<file path="config.mk">
export PLATFORM = sky130hd
export DESIGN_NAME = car_motion_ctrl
export DESIGN_NICKNAME = d
export VERILOG_FILES = /design/src/rtl/elevator_pkg.sv /design/src/rtl/tick_timer.sv /design/src/rtl/car_motion_ctrl.sv
export SDC_FILE = /design/constraint.sdc
export NUM_CORES = 1
export LEC_CHECK = 0
export BUFFER_PORTS_ARGS = -buffer_cell sky130_fd_sc_hd__buf_2
export CORE_MARGIN = 1.5
export CORE_UTILIZATION = 30
export DETAILED_ROUTE_END_ITERATION = 8
export GPL_TIMING_DRIVEN = 1
export PLACE_DENSITY = 0.5
export REMOVE_ABC_BUFFERS = 1
export SLEW_MARGIN = 30
export SYNTH_ARGS = -nofsm -noshare
export SYNTH_HDL_FRONTEND = slang
export SYNTH_SLANG_ARGS = --single-unit
</file>
<file path="constraint.sdc">
create_clock -name clk -period 10.8 [get_ports clk]
set_input_delay 2.7 -clock clk [delete_from_list [all_inputs] [get_ports clk]]
set_output_delay 2.7 -clock clk [all_outputs]
set_load 0.01 [all_outputs]
</file>
<file path="src/rtl/elevator_pkg.sv">
// Shared elevator definitions used by the direction decider, request register and motion controller.
package elevator_pkg;

    localparam int NUM_FLOORS = 20;
    localparam int FLOOR_W    = 5;
    localparam int MAX_FLOORS = 1 << FLOOR_W;

    typedef enum logic [1:0] {
        IDLE,
        MOVE,
        DOOR
    } state_e;

    localparam logic UP   = 1'b1;
    localparam logic DOWN = 1'b0;

    // Bit i of req is floor i+1; true when any request lies strictly beyond floor in dir.
    function automatic logic req_ahead(input logic [MAX_FLOORS-1:0] req,
                                       input logic [FLOOR_W-1:0]    floor,
                                       input logic                  dir);
        logic hit;
        hit = 1'b0;
        for (int i = 0; i < MAX_FLOORS; i++) begin
            if (req[i]) begin
                if (dir == UP && i >= int'(floor))       hit = 1'b1;
                if (dir == DOWN && (i + 2) <= int'(floor)) hit = 1'b1;
            end
        end
        return hit;
    endfunction

endpackage

</file>
<file path="src/rtl/tick_timer.sv">
// Cycle counter with synchronous clear, count enable and a terminal-count flag at a selectable value.
module tick_timer #(
    parameter int WIDTH = 3
) (
    input  logic             clk_i,
    input  logic             rst_ni,
    input  logic             clr_i,
    input  logic             en_i,
    input  logic [WIDTH-1:0] last_i,
    output logic             tc_o
);

    logic [WIDTH-1:0] count_q, count_d;

    always_comb begin
        count_d = count_q;
        if (clr_i)     count_d = '0;
        else if (en_i) count_d = count_q + 1'b1;
    end

    always_ff @(posedge clk_i or negedge rst_ni) begin
        if (!rst_ni) count_q <= '0;
        else         count_q <= count_d;
    end

    assign tc_o = (count_q == last_i);

endmodule

</file>
<file path="src/rtl/car_motion_ctrl.sv">
// Elevator car motion controller: moves one floor per FLOOR_TICKS cycles, dwells DOOR_TICKS cycles
// at served floors and pulses served_valid when the door opens.
module car_motion_ctrl #(
    parameter int NUM_FLOORS  = elevator_pkg::NUM_FLOORS,
    parameter int FLOOR_TICKS = 8,
    parameter int DOOR_TICKS  = 4
) (
    input  logic                             clk,
    input  logic                             reset,
    input  logic                             dir_up,
    input  logic [NUM_FLOORS-1:0]            req,
    output logic [elevator_pkg::FLOOR_W-1:0] cur_floor,
    output logic                             moving,
    output logic                             door_open,
    output logic                             served_valid,
    output logic [elevator_pkg::FLOOR_W-1:0] served_floor
);
    import elevator_pkg::*;

    localparam int MAX_TICKS = (FLOOR_TICKS > DOOR_TICKS) ? FLOOR_TICKS : DOOR_TICKS;
    localparam int TIMER_W   = $clog2(MAX_TICKS);
    localparam logic [FLOOR_W-1:0] TOP_FLOOR  = FLOOR_W'(NUM_FLOORS);
    localparam logic [TIMER_W-1:0] FLOOR_LAST = TIMER_W'(FLOOR_TICKS - 1);
    localparam logic [TIMER_W-1:0] DOOR_LAST  = TIMER_W'(DOOR_TICKS - 1);

    state_e               state_q, state_d;
    logic [FLOOR_W-1:0]   floor_q, floor_d;
    logic                 dir_q, dir_d;
    logic                 moving_q, door_q, served_vld_q;
    logic [FLOOR_W-1:0]   served_floor_q;
    logic                 tmr_clr, tmr_en, tmr_tc;
    logic [TIMER_W-1:0]   tmr_last;
    logic [MAX_FLOORS-1:0] req_w;
    logic [FLOOR_W-1:0]   next_floor;
    logic                 at_end;

    assign req_w = MAX_FLOORS'(req);

    tick_timer #(.WIDTH(TIMER_W)) u_timer (
        .clk_i  (clk),
        .rst_ni (reset),
        .clr_i  (tmr_clr),
        .en_i   (tmr_en),
        .last_i (tmr_last),
        .tc_o   (tmr_tc)
    );

    always_comb begin
        state_d    = state_q;
        floor_d    = floor_q;
        dir_d      = dir_q;
        tmr_clr    = 1'b0;
        tmr_en     = 1'b0;
        tmr_last   = (state_q == DOOR) ? DOOR_LAST : FLOOR_LAST;
        next_floor = (dir_q == UP) ? floor_q + 1'b1 : floor_q - 1'b1;
        at_end     = (dir_q == UP) ? (floor_q == TOP_FLOOR) : (floor_q == FLOOR_W'(1));
        case (state_q)
            IDLE: begin
                tmr_clr = 1'b1;
                if (req_w[floor_q - 1'b1]) begin
                    state_d = DOOR;
                end else if (|req) begin
                    state_d = MOVE;
                    if (floor_q == TOP_FLOOR)        dir_d = DOWN;
                    else if (floor_q == FLOOR_W'(1)) dir_d = UP;
                    else                             dir_d = dir_up;
                end
            end
            MOVE: begin
                if (tmr_tc) begin
                    tmr_clr = 1'b1;
                    // A step past either end of the shaft parks the car instead.
                    if (at_end) begin
                        state_d = IDLE;
                    end else begin
                        floor_d = next_floor;
                        if (req_w[next_floor - 1'b1])              state_d = DOOR;
                        else if (req_ahead(req_w, next_floor, dir_q)) state_d = MOVE;
                        else                                       state_d = IDLE;
                    end
                end else begin
                    tmr_en = 1'b1;
                end
            end
            DOOR: begin
                if (tmr_tc) begin
                    tmr_clr = 1'b1;
                    state_d = IDLE;
                end else begin
                    tmr_en = 1'b1;
                end
            end
            default: state_d = IDLE;
        endcase
    end

    always_ff @(posedge clk or negedge reset) begin
        if (!reset) begin
            state_q        <= IDLE;
            floor_q        <= FLOOR_W'(1);
            dir_q          <= UP;
            moving_q       <= 1'b0;
            door_q         <= 1'b0;
            served_vld_q   <= 1'b0;
            served_floor_q <= '0;
        end else begin
            state_q        <= state_d;
            floor_q        <= floor_d;
            dir_q          <= dir_d;
            moving_q       <= (state_d == MOVE);
            door_q         <= (state_d == DOOR);
            served_vld_q   <= (state_d == DOOR) && (state_q != DOOR);
            served_floor_q <= ((state_d == DOOR) && (state_q != DOOR)) ? floor_d : '0;
        end
    end

    assign cur_floor    = floor_q;
    assign moving       = moving_q;
    assign door_open    = door_q;
    assign served_valid = served_vld_q;
    assign served_floor = served_floor_q;

endmodule

</file>
==> flow_metrics.env, run 1 <==
export IMPL_root_buffer="clkbuf_8"
export IMPL_crit_type="flip-flop to flip-flop"
export IMPL_antenna_found_initial=0
export IMPL_place_congestion=1.000
export IMPL_setup_violations=0
export IMPL_cts_setup_buffers=0
export IMPL_crit_chain="buf_4, inv_1, ha_1, xnor2_1, inv_2, ha_1, xnor3_1, mux4_2, mux2i_1, a211oi_1, nor4_1, o31a_1, nor3_1"
export IMPL_cts_hold_fix_buffers=0
export IMPL_final_max_slew_viol_count=0
export IMPL_post_cts_resized=0
export IMPL_numClockSinks=19
export IMPL_hold_path_class="flip-flop to flip-flop"
export IMPL_maxCapViolations=0
export IMPL_fin_worst_hold_slack_ns=0.5070
export IMPL_dp_hpwl_um=6511
export IMPL_cp_max_fo=35
export IMPL_whs_path_depth=1
export IMPL_syn_inst=316
export IMPL_grt_overflow=0
export IMPL_area_growth_pct=10.18
export IMPL_die_area_um2=9212
export IMPL_cp_num_buf_inv=3
export IMPL_yosys_cell_count_top_type="nor2_1"
export IMPL_synth_distinct_cells=69
export IMPL_yosysTopAreaCellShare_pct=16.40
export IMPL_ys_seq_elements=19
export IMPL_io_pins=36
export IMPL_clock_skew_ns=0.0009284
export IMPL_required_ns=10.91
export IMPL_end_kind="flip-flop"
export IMPL_period_needed_ns=4.932
export IMPL_fp_row_count=33
export IMPL_syn_area_per_cell_um2=8.208
export IMPL_clock_fmax_ghz=0.2028
export IMPL_ys_top_cells_by_area="dfrtp_1 16%, ha_1 7.2%, mux4_2 6.1%, a21oi_1 3.9%, o21ai_0 3.9%"
export IMPL_final_layout_size_suffix_gt1_share_pct=19.35
export IMPL_worstPathArrival_ns=5.04
export IMPL_cpMostUsedCell="ha_1"
export IMPL_drtPass1Iterations=4
export IMPL_cp_depth=13
export IMPL_hold_viol_final=0
export IMPL_die_h_um=95.98
export IMPL_wl_um=8573
export IMPL_grt_pass1_wl_um=13630
export IMPL_synth_edf_count=0
export IMPL_ys_flop_type="dfrtp_1"
export IMPL_outcome="finished, final reports clean"
export IMPL_slowest_stage="ha_1"
export IMPL_grt_util_all_layers_pct=19.37
export IMPL_nets=375
export IMPL_slowest_delay_ns=0.58
export IMPL_slew_headroom_pct=44.44
export IMPL_n_antenna_cell=0
export IMPL_die_width_um=95.98
export IMPL_htreeDepth=1
export IMPL_grt_max_degree=38
export IMPL_final_period_utilization_pct=45.67
export IMPL_critPathLaunchType="flip-flop"
export IMPL_rsz0062_at_grt="no"
export IMPL_start_util_pct=31.25
export IMPL_tns_ns=0
export IMPL_ant_nets=0
export IMPL_cts_tree="done"
export IMPL_first_iter_violations=122
export IMPL_synth_commonest_cells="24 x nor2_1, 20 x a21oi_1, 20 x o21ai_0"
export IMPL_routed_via_density=6.050
export IMPL_core_um2=8299
export IMPL_clk_pin_slew_ns=0.06
export IMPL_seq_area_frac_synth_pct=18.43
export IMPL_ys_warn_count=0
export IMPL_wl_per_cell_um=19.44
export IMPL_vias=2668
export IMPL_first_global_vias=2523
export IMPL_drc_errors=0
export IMPL_mappedNetlistArea_um2=2594
export IMPL_worstMarginPinSlew_ns=0.8334
export IMPL_portBuffers=35
export IMPL_async_reset_ff_share_pct=100.0
export IMPL_yosysTopAreaCell="dfrtp_1"
export IMPL_cts_made_buffers=3
export IMPL_worstRegToRegCells=13
export IMPL_clock_path_buffers=2
export IMPL_crit_family="XOR/XNOR gates"
export IMPL_clock_latency_ns=0.25
-- flip-flops by register name, summed over array words and instances (netlist names) --
signal and count:
dir_q 1, served_valid 1, door_open 1, u_timer.count_q 3, cur_floor 5, state_q 2, moving 1, served_floor 5
-- kinds of logic (layout without fill, tap and decap cells) --
kind of cell | after synthesis | after routing | share of synthesized area (%)
simple gates | 111 | 111 | 24.22
compound gates | 100 | 100 | 26.29
buf+inv | 37 | 57 | 6.271
mux | 20 | 20 | 11.72
flops | 19 | 19 | 18.43
fa+ha+maj | 15 | 15 | 7.236
xor+xnor | 14 | 14 | 5.837
-- layout by cell type (no fill, tap or decap), drive strengths merged, types with 3 or more instances in the layout --
cell     instances
mux4             7
mux2             3
o221ai           3
buf             37
a2111oi          4
nand4            7
nor2            24
or3              5
nor2b            3
o2111ai          4
nor4            13
nand2           19
and2             3
mux2i           10
o211ai           5
a211oi           7
o21ai           23
clkbuf           4
nand4b           3
a32oi            3
nand2b           3
ha              15
nand3            9
a31oi            5
nor3             9
o31ai            4
dfrtp           17
nand3b           4
xnor2            7
xor2             6
o22ai            3
a21oi           20
inv             15
-- stage by stage --
stage,cell area [um2],utilization (%),setup WS [ns],cells
global route,2858,34.43,5.562,441
CTS,2858,34.43,5.891,441
global placement,2813,33.89,5.800,437
floorplan,2491,-,6.145,295
finish,2858,34.43,5.868,441
detailed placement,2813,33.89,5.759,437
-- final cells by class --
cell class	instances	area (um2)
multi-input cells	260	1953
repair buffers	37	190.2
inverters	16	60.06
fillers	871	5441
flip-flops and latches	19	478.0
well taps	105	131.4
clock buffers	4	45.04
-- final timing paths --
path	startpoint	end	slack, ns
min	u_timer.count_q[1]	u_timer.count_q[1]	0.51
min reg2reg	u_timer.count_q[1]	u_timer.count_q[1]	0.51
max reg2reg	cur_floor[0]	served_floor[4]	5.87
max	cur_floor[0]	served_floor[4]	5.87
min in group asynchronous	reset	cur_floor[3]	2.38
max in group asynchronous	reset	dir_q	8.10
-- metal layers --
metal  vias to the layer above  GRT usage (%)  wire length [um]
met3                        29          1.738               506
met4                         0          9.069               363
li1                       1265              -                 -
met5                         -              0                 0
met1                      1239          27.37              3913
met2                       135          29.46              3790
Power of run 1 is not shown: default switching activity piles up to over one toggle a cycle in this logic, so the estimate is an artifact.
==> run 2, diff against run 1 <==
--- a/config.mk
+++ b/config.mk
@@ -5,12 +5,13 @@
 export SDC_FILE = /design/constraint.sdc
 export NUM_CORES = 1
 export LEC_CHECK = 0
+export ABC_AREA = 1
 export BUFFER_PORTS_ARGS = -buffer_cell sky130_fd_sc_hd__buf_2
 export CORE_MARGIN = 1.5
 export CORE_UTILIZATION = 30
 export DETAILED_ROUTE_END_ITERATION = 8
 export GPL_TIMING_DRIVEN = 1
-export PLACE_DENSITY = 0.5
+export PLACE_DENSITY = 0.52
 export REMOVE_ABC_BUFFERS = 1
 export SLEW_MARGIN = 30
 export SYNTH_ARGS = -nofsm -noshare
==> constraint.sdc (replaced) <==
create_clock -name clk -period 4.22 [get_ports clk]
set_input_delay 1.055 -clock clk [delete_from_list [all_inputs] [get_ports clk]]
set_output_delay 1.055 -clock clk [all_outputs]
set_load 0.01 [all_outputs]
==> run 2 against run 1 <==
Setup slack lost 5.2 ns. Wire length shrank 0.76%. Sequential share of layout area shrank 0.16 points. Clock skew grew 0.00073 ns. Via count grew 15%. Synthesized cell count grew 50%. Non-clock buffer count grew 2. Highest routed layer unchanged.
==> flow_metrics.env, run 2 <==
export IMPL_mappedNetlistArea_um2=2608
export IMPL_period_needed_ns=3.599
export IMPL_cts_hold_fix_buffers=0
export IMPL_post_cts_resized=0
export IMPL_ys_flop_type="dfrtp_1"
export IMPL_syn_area_per_cell_um2=5.501
export IMPL_ff2ff_setup_slack_ns=0.62
export IMPL_portBuffers=35
export IMPL_cts_made_buffers=3
export IMPL_cts_setup_buffers=0
export IMPL_required_ns=4.40
export IMPL_ys_top_cells_by_area="nand2_1 22%, dfrtp_1 16%, nand3_1 9.2%, inv_1 8.6%, nor2_1 8.5%"
export IMPL_area_growth_pct=10.65
export IMPL_dp_hpwl_um=6735
export IMPL_drc_errors=0
export IMPL_placedCellCount=598
export IMPL_die_area_um2=9260
export IMPL_first_iter_violations=187
export IMPL_ant_nets=0
export IMPL_seq_area_frac_synth_pct=18.33
export IMPL_clock_skew_ns=0.001654
export IMPL_cpMostUsedCell="nand2_1"
export IMPL_ys_seq_elements=19
export IMPL_stdcell_count=602
export IMPL_die_h_um=96.23
export IMPL_slowest_delay_ns=0.53
export IMPL_die_width_um=96.23
export IMPL_whs_path_depth=2
export IMPL_clock_fmax_ghz=0.2778
export IMPL_dp_slack_ns=0.6031
export IMPL_wl_per_cell_um=14.13
export IMPL_route_met2_wl_um=3733
export IMPL_worstMarginPinSlew_ns=0.4971
export IMPL_worstRegToRegCells=19
export IMPL_grt_max_degree=34
export IMPL_yosys_cell_count_top_type="nand2_1"
export IMPL_tns_ns=0
export IMPL_fp_row_count=33
export IMPL_setup_violations=0
export IMPL_grt_util_all_layers_pct=18.94
export IMPL_critPathLaunchType="flip-flop"
export IMPL_leakagePower_nw=1.603
export IMPL_final_layout_size_suffix_gt1_share_pct=11.27
export IMPL_vdd_drop_max_mv=0.3459
export IMPL_crit_chain="clkinv_1, ha_1, inv_2, nand2_1, nand2_1, inv_1, ha_1, inv_1, a21oi_1, o21ai_0, a21oi_1, nand2_1, o21ai_1, nand3_1, nand2_1, nand2_1, a21oi_4, nand4_4, nor2_1"
export IMPL_synth_edf_count=0
export IMPL_htreeDepth=1
export IMPL_hold_viol_final=0
export IMPL_synth_commonest_cells="153 x nand2_1, 60 x inv_1, 59 x nor2_1"
export IMPL_ys_warn_count=0
export IMPL_cts_tree="done"
export IMPL_grt_overflow=0
export IMPL_worst_slack_ns=0.6209
export IMPL_grt_pass1_wl_um=13520
export IMPL_clock_latency_ns=0.25
export IMPL_final_period_utilization_pct=85.29
export IMPL_synth_distinct_cells=35
export IMPL_hold_path_class="flip-flop to flip-flop"
export IMPL_cp_num_buf_inv=4
export IMPL_vias=3056
export IMPL_worstReg2RegStart="cur_floor[0]"
export IMPL_clock_path_buffers=2
export IMPL_power_density_nw_per_um2=905.7
export IMPL_n_antenna_cell=0
export IMPL_clk_pin_slew_ns=0.07
export IMPL_slowest_stage="dfstp_2"
export IMPL_core_um2=8299
export IMPL_nets=536
export IMPL_layout_commonest_cell="nand2_1"
export IMPL_slew_headroom_pct=66.74
export IMPL_hp_start="u_timer.count_q[1]"
export IMPL_yosysTopAreaCellShare_pct=22.02
export IMPL_numClockSinks=19
export IMPL_io_pins=36
export IMPL_power_mw=2.613
export IMPL_rsz0062_at_grt="no"
export IMPL_drtPass1Iterations=5
export IMPL_final_max_slew_viol_count=0
export IMPL_place_congestion=0.8989
export IMPL_wl_met1_um=4128
export IMPL_cp_max_fo=9
export IMPL_syn_inst=474
export IMPL_min_to="u_timer.count_q[1]"
export IMPL_first_global_vias=2813
export IMPL_highest_layer="met4"
export IMPL_outcome="finished, final reports clean"
export IMPL_wl_um=8508
export IMPL_fin_worst_hold_slack_ns=0.4838
export IMPL_end_kind="flip-flop"
export IMPL_crit_family="simple AND/OR/NAND/NOR gates"
export IMPL_start_util_pct=31.42
export IMPL_worstPathArrival_ns=3.77
export IMPL_maxCapViolations=0
export IMPL_nFillCells=957
export IMPL_mostFrequentLayoutCells="153 x nand2_1, 60 x inv_1, 59 x nor2_1"
export IMPL_crit_type="flip-flop to flip-flop"
export IMPL_root_buffer="clkbuf_8"
export IMPL_async_reset_ff_share_pct=100.0
export IMPL_yosysTopAreaCell="nand2_1"
export IMPL_dr_wl_met3_um=418
export IMPL_reg2reg_to="served_floor[1]"
export IMPL_routed_via_density=5.076
export IMPL_antenna_found_initial=0
-- run 2: cell count changes after synthesis, sizes merged, moves of 5 or more --
| cell | change |
|---|---|
| a211oi | -7 |
| buf | +5 |
| clkbuf | -6 |
| inv | +51 |
| mux2i | -10 |
| mux4 | -7 |
| nand2 | +137 |
| nand3 | +39 |
| nor2 | +36 |
| nor3 | -8 |
| nor4 | -8 |
| o21ai | +13 |
| or3 | -5 |
| xnor2 | -6 |
-- run 2: routing by layer --
layer | vias to the layer above | GRT usage [%]
met5 | - | 0
met4 | 0 | 7.475
met3 | 18 | 0.4739
met2 | 110 | 30.40
met1 | 1367 | 26.74
li1 | 1561 | -
-- run 2: cells by family (layout without fill, tap and decap cells) --
group	after synthesis	after routing	synth area share, %
flip-flops	19	19	18.33
XOR/XNOR	3	3	1.008
adder cells (fa/ha/maj)	15	15	7.198
buffers and inverters	87	110	13.63
AND/OR/NAND/NOR	281	281	45.30
AO/OA/AOI/OAI	69	69	14.54
-- run 2: layout make-up --
| type | instances | area, um2 | area share, % |
|---|---|---|---|
| well taps | 105 | 131.4 | 4.553 |
| flip-flops and latches | 19 | 478.0 | 16.57 |
| clock buffers | 4 | 45.04 | 1.561 |
| repair buffers | 39 | 205.2 | 7.112 |
| inverters | 67 | 251.5 | 8.716 |
| multi-input cells | 368 | 1774 | 61.49 |
-- run 2: worst max path at each step --
stage,end,depth (start not counted),start
final,served_floor[1],19,cur_floor[0]
after global routing,moving,22,cur_floor[0]
after floorplan,served_floor[0],19,cur_floor[0]
after global placement,served_floor[2],19,cur_floor[0]
after detailed placement,served_floor[1],19,cur_floor[0]
after CTS,served_floor[1],19,cur_floor[0]
-- run 2: worst min-delay path, stage by stage, from the launching register on --
cell	delay, ns
dfrtp_1	0.35
nand2_1	0.05
nand2_1	0.06
-- run 2: metrics by stage --
step | instance area (um2) | util [%]
6_report | 2885 | 34.77
5_1_grt | 2885 | 34.77
4_1_cts | 2885 | 34.77
3_5_place_dp | 2840 | 34.22
3_3_place_gp | 2840 | 34.22
2_1_floorplan | 2504 | -
-- run 2: report_power, final --
group	leakage [nW]	internal (mW)	switching [mW]	total, mW
combinational	1.34	0.658	1.48	2.14
sequential	0.240	0.263	0.0909	0.353
clock	0.0228	0.0669	0.0542	0.121
total	1.60	0.988	1.63	2.61
Power figures use the tool's default switching activity.
